File: src/rtl/stopwatch_ctrl.sv
// ---------------------------------------------------------------------------
// stopwatch_ctrl
//
// mm:ss stopwatch controller. Two raw push buttons are synchronized and
// debounced. Each accepted press of btnU toggles between counting and
// paused. btnD clears the count, but only while paused. A prescaler divides
// clk down to one count increment every TICK_DIV cycles. The count is kept
// directly as four BCD digits.
//
// Parameters
//   TICK_DIV        clk cycles per count increment
//   DEBOUNCE_CYCLES consecutive stable cycles needed to accept a button level
//
// Ports
//   clk        system clock, all logic on the rising edge
//   btnC       synchronous active-high reset
//   btnU       raw start/stop button (asynchronous)
//   btnD       raw clear button (asynchronous)
//   bcd[15:0]  {min tens, min units, sec tens, sec units}
//   running    high while counting
//   tick       one-cycle pulse in the cycle whose closing edge increments bcd
//   wrap       one-cycle pulse with the tick that rolls 59:59 over to 00:00
//   state_dbg  current controller state, for debug and assertion binding
// ---------------------------------------------------------------------------
module stopwatch_ctrl #(
  parameter int TICK_DIV        = 100000000,
  parameter int DEBOUNCE_CYCLES = 1000000
) (
  input  logic        clk,
  input  logic        btnC,
  input  logic        btnU,
  input  logic        btnD,
  output logic [15:0] bcd,
  output logic        running,
  output logic        tick,
  output logic        wrap,
  output logic [1:0]  state_dbg
);

  localparam int PW = (TICK_DIV > 1) ? $clog2(TICK_DIV) : 1;
  localparam int DW = (DEBOUNCE_CYCLES > 1) ? $clog2(DEBOUNCE_CYCLES) : 1;
  localparam logic [PW-1:0] PRE_LAST = PW'(TICK_DIV - 1);
  localparam logic [DW-1:0] DB_LAST  = DW'(DEBOUNCE_CYCLES - 1);

  localparam logic [1:0] ST_IDLE  = 2'd0;
  localparam logic [1:0] ST_RUN   = 2'd1;
  localparam logic [1:0] ST_PAUSE = 2'd2;

  // Bit 0 carries btnU, bit 1 carries btnD throughout the input path.
  logic [1:0]    sync1;
  logic [1:0]    sync2;
  logic [1:0]    lvl;
  logic [1:0]    lvl_q;
  logic [DW-1:0] db_cnt [2];
  logic [1:0]    press;
  logic          press_u;
  logic          press_d;

  logic [1:0]    state;
  logic [PW-1:0] presc;
  logic [15:0]   bcd_next;

  // ---------------------------------------------------------------------
  // Synchronizer and debouncer
  // ---------------------------------------------------------------------
  // A counter advances while the synchronized input differs from the held
  // level. Any cycle of agreement drops it back to 0, so only an unbroken run
  // of DEBOUNCE_CYCLES disagreeing samples flips the level.
  always_ff @(posedge clk) begin
    if (btnC) begin
      sync1 <= '0;
      sync2 <= '0;
      lvl   <= '0;
      lvl_q <= '0;
      for (int i = 0; i < 2; i++) begin
        db_cnt[i] <= '0;
      end
    end else begin
      sync1 <= {btnD, btnU};
      sync2 <= sync1;
      lvl_q <= lvl;
      for (int i = 0; i < 2; i++) begin
        if (sync2[i] == lvl[i]) begin
          db_cnt[i] <= '0;
        end else if (db_cnt[i] == DB_LAST) begin
          db_cnt[i] <= '0;
          lvl[i]    <= sync2[i];
        end else begin
          db_cnt[i] <= db_cnt[i] + 1'b1;
        end
      end
    end
  end

  // Rising edge of the debounced level. It is masked during reset, so a press
  // that lands in a reset cycle is discarded instead of being acted on later.
  assign press   = lvl & ~lvl_q & {2{~btnC}};
  assign press_u = press[0];
  assign press_d = press[1];

  // ---------------------------------------------------------------------
  // BCD increment. The >= comparisons fold any out-of-range digit back to 0.
  // ---------------------------------------------------------------------
  always_comb begin
    bcd_next = bcd;
    if (bcd[3:0] >= 4'd9) begin
      bcd_next[3:0] = 4'd0;
      if (bcd[7:4] >= 4'd5) begin
        bcd_next[7:4] = 4'd0;
        if (bcd[11:8] >= 4'd9) begin
          bcd_next[11:8] = 4'd0;
          if (bcd[15:12] >= 4'd5) begin
            bcd_next[15:12] = 4'd0;
          end else begin
            bcd_next[15:12] = bcd[15:12] + 4'd1;
          end
        end else begin
          bcd_next[11:8] = bcd[11:8] + 4'd1;
        end
      end else begin
        bcd_next[7:4] = bcd[7:4] + 4'd1;
      end
    end else begin
      bcd_next[3:0] = bcd[3:0] + 4'd1;
    end
  end

  // ---------------------------------------------------------------------
  // Control FSM, prescaler and count
  // ---------------------------------------------------------------------
  always_ff @(posedge clk) begin
    if (btnC) begin
      state <= ST_IDLE;
      presc <= '0;
      bcd   <= 16'h0000;
    end else begin
      case (state)
        ST_IDLE: begin
          presc <= '0;
          if (press_u) begin
            state <= ST_RUN;
          end
        end
        ST_RUN: begin
          // A tick and a stop press in the same cycle both take effect.
          if (presc == PRE_LAST) begin
            presc <= '0;
            bcd   <= bcd_next;
          end else begin
            presc <= presc + 1'b1;
          end
          if (press_u) begin
            state <= ST_PAUSE;
          end
        end
        ST_PAUSE: begin
          // A clear press wins over a resume press in the same cycle.
          if (press_d) begin
            state <= ST_IDLE;
            presc <= '0;
            bcd   <= 16'h0000;
          end else if (press_u) begin
            state <= ST_RUN;
          end
        end
        default: begin
          state <= ST_IDLE;
          presc <= '0;
          bcd   <= 16'h0000;
        end
      endcase
    end
  end

  assign running   = (state == ST_RUN);
  assign tick      = (state == ST_RUN) && (presc == PRE_LAST) && !btnC;
  assign wrap      = tick && (bcd == 16'h5959);
  assign state_dbg = state;

endmodule

File: config.mk
export PLATFORM = sky130hd
export DESIGN_NAME = stopwatch_ctrl
export DESIGN_NICKNAME = d
export VERILOG_FILES = /design/src/rtl/stopwatch_ctrl.sv
export SDC_FILE = /design/constraint.sdc
export NUM_CORES = 1
export LEC_CHECK = 0
export CAP_MARGIN = 20
export CORE_ASPECT_RATIO = 1.2
export CORE_MARGIN = 5
export CORE_UTILIZATION = 54
export CTS_CLUSTER_DIAMETER = 200
export CTS_CLUSTER_SIZE = 28
export DETAILED_ROUTE_END_ITERATION = 10
export PLACE_DENSITY = 0.84
export SLEW_MARGIN = 30
export SYNTH_ARGS = -nofsm -noshare
export SYNTH_HDL_FRONTEND = slang
export SYNTH_SLANG_ARGS = --single-unit
File: constraint.sdc
create_clock -name clk -period 2.5 [get_ports clk]
set_clock_uncertainty 0.2 [all_clocks]
set_input_delay 0.375 -clock clk [delete_from_list [all_inputs] [get_ports clk]]
set_output_delay 0.375 -clock clk [all_outputs]
set_load 0.1 [all_outputs]
### Word-level counts from Yosys, hierarchy flattened

Memory sizes are Yosys's and may differ from the RTL's.
Index checks and enable logic that the tools add are counted.

| storage, ports and cells | value |
|---|---|
| bits of input ports | 4 |
| RAM bits | 40 |
| flip-flop bits (word level) | 53 |
| memories kept | 1 |
| word-level logic and storage cells | 108 |
| output and inout port bits | 21 |

Memory list:

| memory | depth | bits a word | rd ports | clocked after memory_dff | wr ports | RTL line | text |
|---|---|---|---|---|---|---|---|
| db_cnt | 2 | 20 | 2 | 0 | 2 | 54 | `logic [DW-1:0] db_cnt [2];` |

| operators by class | value |
|---|---|
| muxes and demuxes | 47 |
| reductions and logical operators | 11 |
| order comparisons | 4 |
| bitwise operators | 13 |
| add/sub/neg operators | 7 |
| eq/ne operators | 14 |

Operator list:

| kind | number |
|---|---|
| 20-bit 2-to-1 mux | 6 |
| 27-bit 2-to-1 mux | 2 |
| 27-bit case mux with 2 select lines | 1 |
| 16-bit case mux with 3 select lines | 1 |
| 20-bit by 1-bit adder with 20-bit output, second input constant | 2 |
| 20-bit equality test, second input constant | 2 |
| 16-bit 2-to-1 mux | 2 |
| 27-bit by 1-bit adder with 27-bit output, second input constant | 1 |
| 27-bit equality test, second input constant | 1 |
| 1-bit 2-to-1 mux | 24 |
| 4-bit 2-to-1 mux | 5 |
| 4-bit by 1-bit adder with 4-bit output, second input constant | 4 |
| 16-bit by 15-bit equality test with 1-bit output, second input constant | 1 |
| 12-bit 2-to-1 mux | 1 |
| 2-bit by 1-bit != test with 1-bit output, second input constant | 5 |
| 4-bit by 3-bit greater-or-equal comparator with 1-bit output, second input constant | 2 |
| 4-bit greater-or-equal comparator, second input constant | 2 |
| 8-bit 2-to-1 mux | 1 |
| 2-bit 2-to-1 mux | 3 |
| 1-bit bitwise OR | 6 |
| 2-bit case mux with 3 select lines | 1 |
| 6-bit AND reduction | 1 |
| 5-bit AND reduction | 1 |
| 2-bit bitwise AND | 2 |
| 12 further kinds | 19 |

### Logic depth before layout (Yosys ltp)

Gate-level depths: netlist of run 1.

| depth | value |
|---|---|
| depth after elaboration | 7 |
| depth in mapped cells | 8 |
| gate-level depth less buffers | 7 |

### Worst setup path before layout of run 1

Ideal clock, no wire load.

| timing path | value |
|---|---|
| kind | reg2out |
| start point | register presc[0] |
| end point | output port wrap |
| arrival | 3616 ps |
| buffers on the path | 0 |
| stages on the path, launching flop included | 6 |
| slack | -1691 ps |
| required time | 1925 ps |
| path through | dfxtp_1 ha_1 or4bb_1 nor4_4 nand3_1 nor3_1 |

| on the way | value |
|---|---|
| word-level cells in the longest chain between the ends | 4 |

Ends and longest elaborated chain:

| what | RTL line | text |
|---|---|---|
| start, declared | 60 | `logic [PW-1:0] presc;` |
| start signal, assigned | 150 | `presc <= presc + 1'b1;` |
| 27-bit equality test | 176 | `assign tick = (state == ST_RUN) && (presc == PRE_LAST) && !btnC;` |
| 1-bit logical AND (2 in a row) | 176 |  |
| 1-bit logical AND | 177 | `assign wrap = tick && (bcd == 16'h5959);` |
| end, declared | 36 | `output logic wrap,` |

No other way between the ends.

### Final worst setup path of run 1

| timing path | value |
|---|---|
| start point | register presc[11] |
| end point | output port wrap |

Same word-level chain as after synthesis.

==> flow_summary.json, run 1 <==
{
  "worstPathRequired_ns": 1.92,
  "combPwrFrac_pct": 2.8,
  "max-clock-path-buffers": 2,
  "p_int_mw": 2.12,
  "powerDensity_mw_per_mm2": 462,
  "fin_nets": 634,
  "syn-instance-count": 533,
  "critPathMaxFanout": 2,
  "ys.flop_type": "dfxtp_1",
  "finish.instance_area_mm2": 0.00589,
  "setup_viol_count_final": 2,
  "drc": 0,
  "wl_um": 10200,
  "numCtsBuffers": 9,
  "vdd_drop_max_v": 0.000423,
  "clkTransAtPathRegs_ns": 0.10,
  "core_region_area_mm2": 0.00903,
  "ios": 25,
  "clk_latency_ns": 0.37,
  "drive_gt1_share_pct": 14.8,
  "worstHoldStart": "sync1[1]",
  "die_w_um": 97.6,
  "dp_hpwl_um": 7470,
  "overflow": 0,
  "max_slew.worst_pin.slew_ns": 0.692,
  "setup_tns_ns": -0.210,
  "root_buffer": "clkbuf_8",
  "syn_area_mm2": 0.00497,
  "rsz0062_at_grt": "true",
  "synth-edff-count": 40,
  "gp_congestion": 0.858,
  "leakage_nw": 2.15,
  "ys_warn_count": 0,
  "ff2ff_path_depth": 6,
  "gr-usage-all-layers_pct": 19.2,
  "dr.pass1.iters": 4,
  "vias": 4088,
  "synthDistinctLibCells": 63,
  "setup_ws_ns": -0.165,
  "pwr-share-clk_pct": 36.8,
  "grt_pass1_wl_um": 18000,
  "htree_levels": 3,
  "maxSlewViolCount": 0,
  "diodes": 0,
  "cap_violations": 0,
  "relSlewSlack_pct": 53.4,
  "clkSinkCount": 93,
  "crit_arrival_ns": 2.09,
  "hold_depth": 1,
  "layout_commonest_cell": "nor2_1",
  "grt_max_degree": 24,
  "dieArea_mm2": 0.0112,
  "seqPwrFrac_pct": 60.3,
  "io_buffers": 24,
  "grt_pass1_vias": 4091,
  "row_count": 38,
  "ys_ff_latch": 93,
  "antenna_found_initial": 0,
  "crit_path_start": "presc[11]",
  "fmax_mhz": 375,
  "tritoncts": "done",
  "ant_nets": 0,
  "violations": "setup timing",
  "power_mw": 2.72,
  "switching_share_pct": 21.9,
  "mostFrequentLayoutCells": "nor2_1 (79), buf_4 (41), edfxtp_1 (40), conb_1 (40), nand2_1 (38)",
  "synthArstFlopShare_pct": 0,
  "startpoint_type": "flip-flop",
  "crit_type": "reg2out",
  "start_util_pct": 55.0,
  "r2r-start": "presc[11]",
  "hold_path.class": "reg2reg",
  "status": "finished with violations",
  "wl_per_cell_um": 13.8,
  "yosysSeqAreaShare_pct": 45.5,
  "fin_crit_sh_pct": 107,
  "power.switching_mw": 0.595,
  "endpoint_kind": "primary output",
  "dpl_cell_area_mm2": 0.00564,
  "drtIter0Drc": 228,
  "vias_per_cell": 5.52,
  "postSynthAreaPerCell_um2": 9.33,
  "hold_viol": 0,
  "period_needed_ns": 2.67,
  "syn_to_final_growth_pct": 18.5,
  "fp.dieH_um": 115
}
## worst paths after layout
path	end	slack, ns
worst max register to register	bcd[2]	0.12
worst min register to register	sync2[1]	0.26
worst min-delay path	sync2[1]	0.26
worst max-delay path	wrap	-0.17
## state kept, by name, indices dropped and copies added, names as in the netlist
register,cells
db_cnt,40
presc,27
bcd,16
lvl,2
lvl_q,2
state_dbg,2
sync1,2
sync2,2
## Yosys cell counts (4+ instances only)
cell type,number,area share [%]
nor2_1,79,6.0
dfxtp_1,53,21
edfxtp_1,40,24
nand2_1,38,2.9
xor2_1,29,5.1
nand3_1,26,2.6
xnor2_1,26,4.6
nand4_1,23,2.9
inv_1,22,1.7
a21oi_1,19,1.9
and3_1,16,2.0
ha_1,15,3.8
nor3_1,12,1.2
clkbuf_1,11,0.83
nor2b_1,10,1.3
mux2i_1,8,1.6
nor4_1,8,1.0
o21ai_0,8,0.81
a21o_1,6,0.91
nand2b_1,6,0.75
a31oi_1,5,0.63
nor4b_1,5,0.88
o211ai_1,5,0.75
a211oi_1,4,0.60
buf_2,4,0.40
or3_1,4,0.50
## repair_timing
item | in CTS | in global routing
buffers inserted | 5 | 1
endpoints found under the setup margin | 2 | 2
pin swaps | 1 | 1
hold endpoints to repair | 0 | 0
gates resized for setup | 4 | 1
hold buffers | 0 | 0
## routing by layer
layer  up-vias  share of wire, %  track usage [%]
met5         -                 0                0
met4         0               1.5             6.65
met3        12               4.3             4.19
met2        96                51             33.9
met1      1953                44             23.4
li1       2027                 -                -
## through the flow
step	hold WS, ns	worst slack, ns	cells	util, %
after global routing	0.287	-0.236	740	65.2
after CTS	0.261	-0.186	739	65.1
after global placement	0.229	0.000852	718	62.5
final	0.257	-0.165	740	65.2
after detailed placement	0.235	-0.0515	718	62.5
after floorplan	0.214	-0.285	572	-
## power by group through the flow
stage	clock network [mW]	logic (mW)	registers (mW)
2_1_floorplan	0	0.0598	1.67
3_3_place_gp	0	0.0724	1.67
3_5_place_dp	0	0.0748	1.68
4_1_cts	1.02	0.0755	1.64
5_1_grt	1.10	0.0893	1.65
6_report	1.00	0.0772	1.64
## critical path: stages (launching register included)
cell,delay [ns]
dfxtp_2,0.34
or4_4,0.55
nor4_4,0.27
nand3_2,0.16
nor3_4,0.19
buf_12,0.20
## cells by family (layout without fill, tap and decap cells)
family          after synthesis  in the layout  share of synthesized area (%)
compound gates               65             65                           8.83
xor+xnor                     55             55                           9.69
fa+ha+maj                    15             15                           3.77
buf+inv                      40             88                           3.47
flops                        93             93                           45.5
mux                           8              8                           1.61
other cells                   1             40                         0.0754
simple gates                256            256                           27.1
## final cells by class
| cell class | count | area (µm²) |
|---|---|---|
| Fill cell | 742 | 3140 |
| Multi-Input combinational cell | 439 | 2720 |
| Inverter | 22 | 82.6 |
| Clock buffer | 13 | 181 |
| Sequential cell | 93 | 2280 |
| Tap cell | 120 | 150 |
| Timing Repair Buffer | 50 | 458 |
| Clock inverter | 3 | 17.5 |
Power figures use the tool's default switching activity.
==> inputs of run 2 (changes only) <==
CAP_MARGIN = not set   (was 20)
CELL_PAD_IN_SITES_DETAIL_PLACEMENT = 1   (was not set)
CELL_PAD_IN_SITES_GLOBAL_PLACEMENT = 1   (was not set)
CORE_MARGIN = 2   (was 5)
CORE_UTILIZATION = 42   (was 54)
PLACE_DENSITY = 0.83   (was 0.84)
==> flow_summary.json, run 2 (synthesis gave the netlist of run 1 again) <==
{
  "status": "finished with violations",
  "violations": "setup timing",
  "max_slew.worst_pin.slew_ns": 0.610,
  "fp.dieH_um": 123,
  "final_cells": 788,
  "startpoint_type": "flip-flop",
  "die_w_um": 103,
  "core_region_area_mm2": 0.0116,
  "crit_type": "reg2out",
  "hold_path.class": "reg2reg",
  "wl_per_cell_um": 16.0,
  "multi_input_area_mm2": 0.00275,
  "fin_nets": 645,
  "seqPwrFrac_pct": 53.6,
  "relSlewSlack_pct": 58.9,
  "slowest_stage": "or4bb_4",
  "htree_levels": 3,
  "dieArea_mm2": 0.0127,
  "row_count": 43,
  "crit_chain": "ha_4 -> or4bb_4 -> nor4_4 -> nand3_2 -> nor3_4 -> buf_12",
  "drc": 0,
  "worstPathRequired_ns": 1.92,
  "vias": 4225,
  "pwr-share-clk_pct": 43.8,
  "critPathTopFamily": "simple AND/OR/NAND/NOR gates",
  "crit_cells": 6,
  "clkSinkCount": 93,
  "ff2ff_path_depth": 7,
  "cap_violations": 0,
  "clkTransAtPathRegs_ns": 0.07,
  "layout_commonest_cell": "nor2_1",
  "maxSlewViolCount": 0,
  "top_register": "db_cnt",
  "dp_cells": 766,
  "rsz0062_at_grt": "true",
  "ant_nets": 0,
  "clk_latency_ns": 0.35,
  "hold_buffers": 0,
  "nFillCells": 1345,
  "fin_crit_sh_pct": 110,
  "seqCellArea_mm2": 0.00228,
  "wl_um": 12600,
  "hold_depth": 1,
  "drive_gt1_share_pct": 17.1,
  "fin_util_pct": 53.1,
  "endpoint_kind": "primary output",
  "numCtsBuffers": 9,
  "finish.instance_area_mm2": 0.00615,
  "crit_arrival_ns": 2.17,
  "dr.pass1.iters": 4,
  "start_util_pct": 43.0,
  "grt_pass1_vias": 4413,
  "top_regs": "db_cnt (40), presc (27), bcd (16)",
  "slowest_delay_ns": 0.49,
  "power.switching_mw": 0.726,
  "dpl_cell_area_mm2": 0.00577,
  "grt_max_degree": 24,
  "setup_ws_ns": -0.247,
  "mostFrequentLayoutCells": "nor2_1 (79), buf_4 (49), dfxtp_1 (40), edfxtp_1 (40), conb_1 (40)",
  "gr-usage-all-layers_pct": 20.8,
  "tritoncts": "done",
  "critPathBufInv": 1,
  "fmax_mhz": 364,
  "powerDensity_mw_per_mm2": 499,
  "overflow": 0,
  "io_buffers": 24,
  "root_buffer": "clkbuf_16",
  "gp_congestion": 0.799,
  "antenna_found_initial": 0,
  "dp_worst_setup_slack_ns": -0.0631,
  "dp_hpwl_um": 9150,
  "setup_viol_count_final": 3,
  "fin_hold_ws_ns": 0.265,
  "period_needed_ns": 2.75,
  "diodes": 0,
  "p_int_mw": 2.34,
  "largest_register_ffs": 40,
  "leakage_nw": 2.26,
  "ios": 25,
  "vias_per_cell": 5.36,
  "critPathMaxFanout": 2,
  "syn_to_final_growth_pct": 23.6,
  "vdd_drop_max_v": 0.000334,
  "max-clock-path-buffers": 2,
  "hold_viol": 0,
  "drtIter0Drc": 117,
  "grt_pass1_wl_um": 20500,
  "switching_share_pct": 23.7,
  "combPwrFrac_pct": 2.6
}
## run 2: layout make-up
type,instances,area share [%]
clock inverter,7,0.997
timing repair buffer,61,8.98
inverter,22,1.34
sequential,93,37.1
multi-input combinational,439,44.7
tap,157,3.20
clock buffer,9,3.66
## run 2: through the flow
step	total power, mW	setup TNS (ns)
detailed placement	1.76	-0.233
floorplan	1.73	-0.428
global route	3.17	-0.641
CTS	3.09	-0.409
finish	3.07	-0.397
global placement	1.75	-0.102
## run 2: final timing paths
| kind | startpoint | end | slack (ns) |
|---|---|---|---|
| worst max-delay path | presc[1] | wrap | -0.25 |
| worst min-delay path | sync1[0] | sync2[0] | 0.27 |
| worst max register to register | presc[1] | bcd[0] | 0 |
| worst min register to register | sync1[0] | sync2[0] | 0.27 |
## run 2: what timing repair did
item / in CTS / in global routing
setup endpoints to repair: 5 / 23
gates cloned: 0 / 1
setup buffers: 3 / 3
resized for setup: 2 / 10
pin swaps: 1 / 3
## run 2: routing by layer
layer	GRT usage, %	up-vias	share of wire (%)
met5	0	-	0
met4	6.99	0	1.9
met1	24.0	2093	40
li1	-	2048	-
met3	4.18	22	2.8
met2	37.7	62	55
## run 2: power by group through the flow
stage / Sequential [mW] / Combinational, mW / Clock [mW]
after detailed placement: 1.68 / 0.0774 / 0
after global routing: 1.65 / 0.0927 / 1.43
after CTS: 1.64 / 0.0791 / 1.37
after floorplan: 1.67 / 0.0598 / 0
final: 1.64 / 0.0810 / 1.34
after global placement: 1.67 / 0.0742 / 0
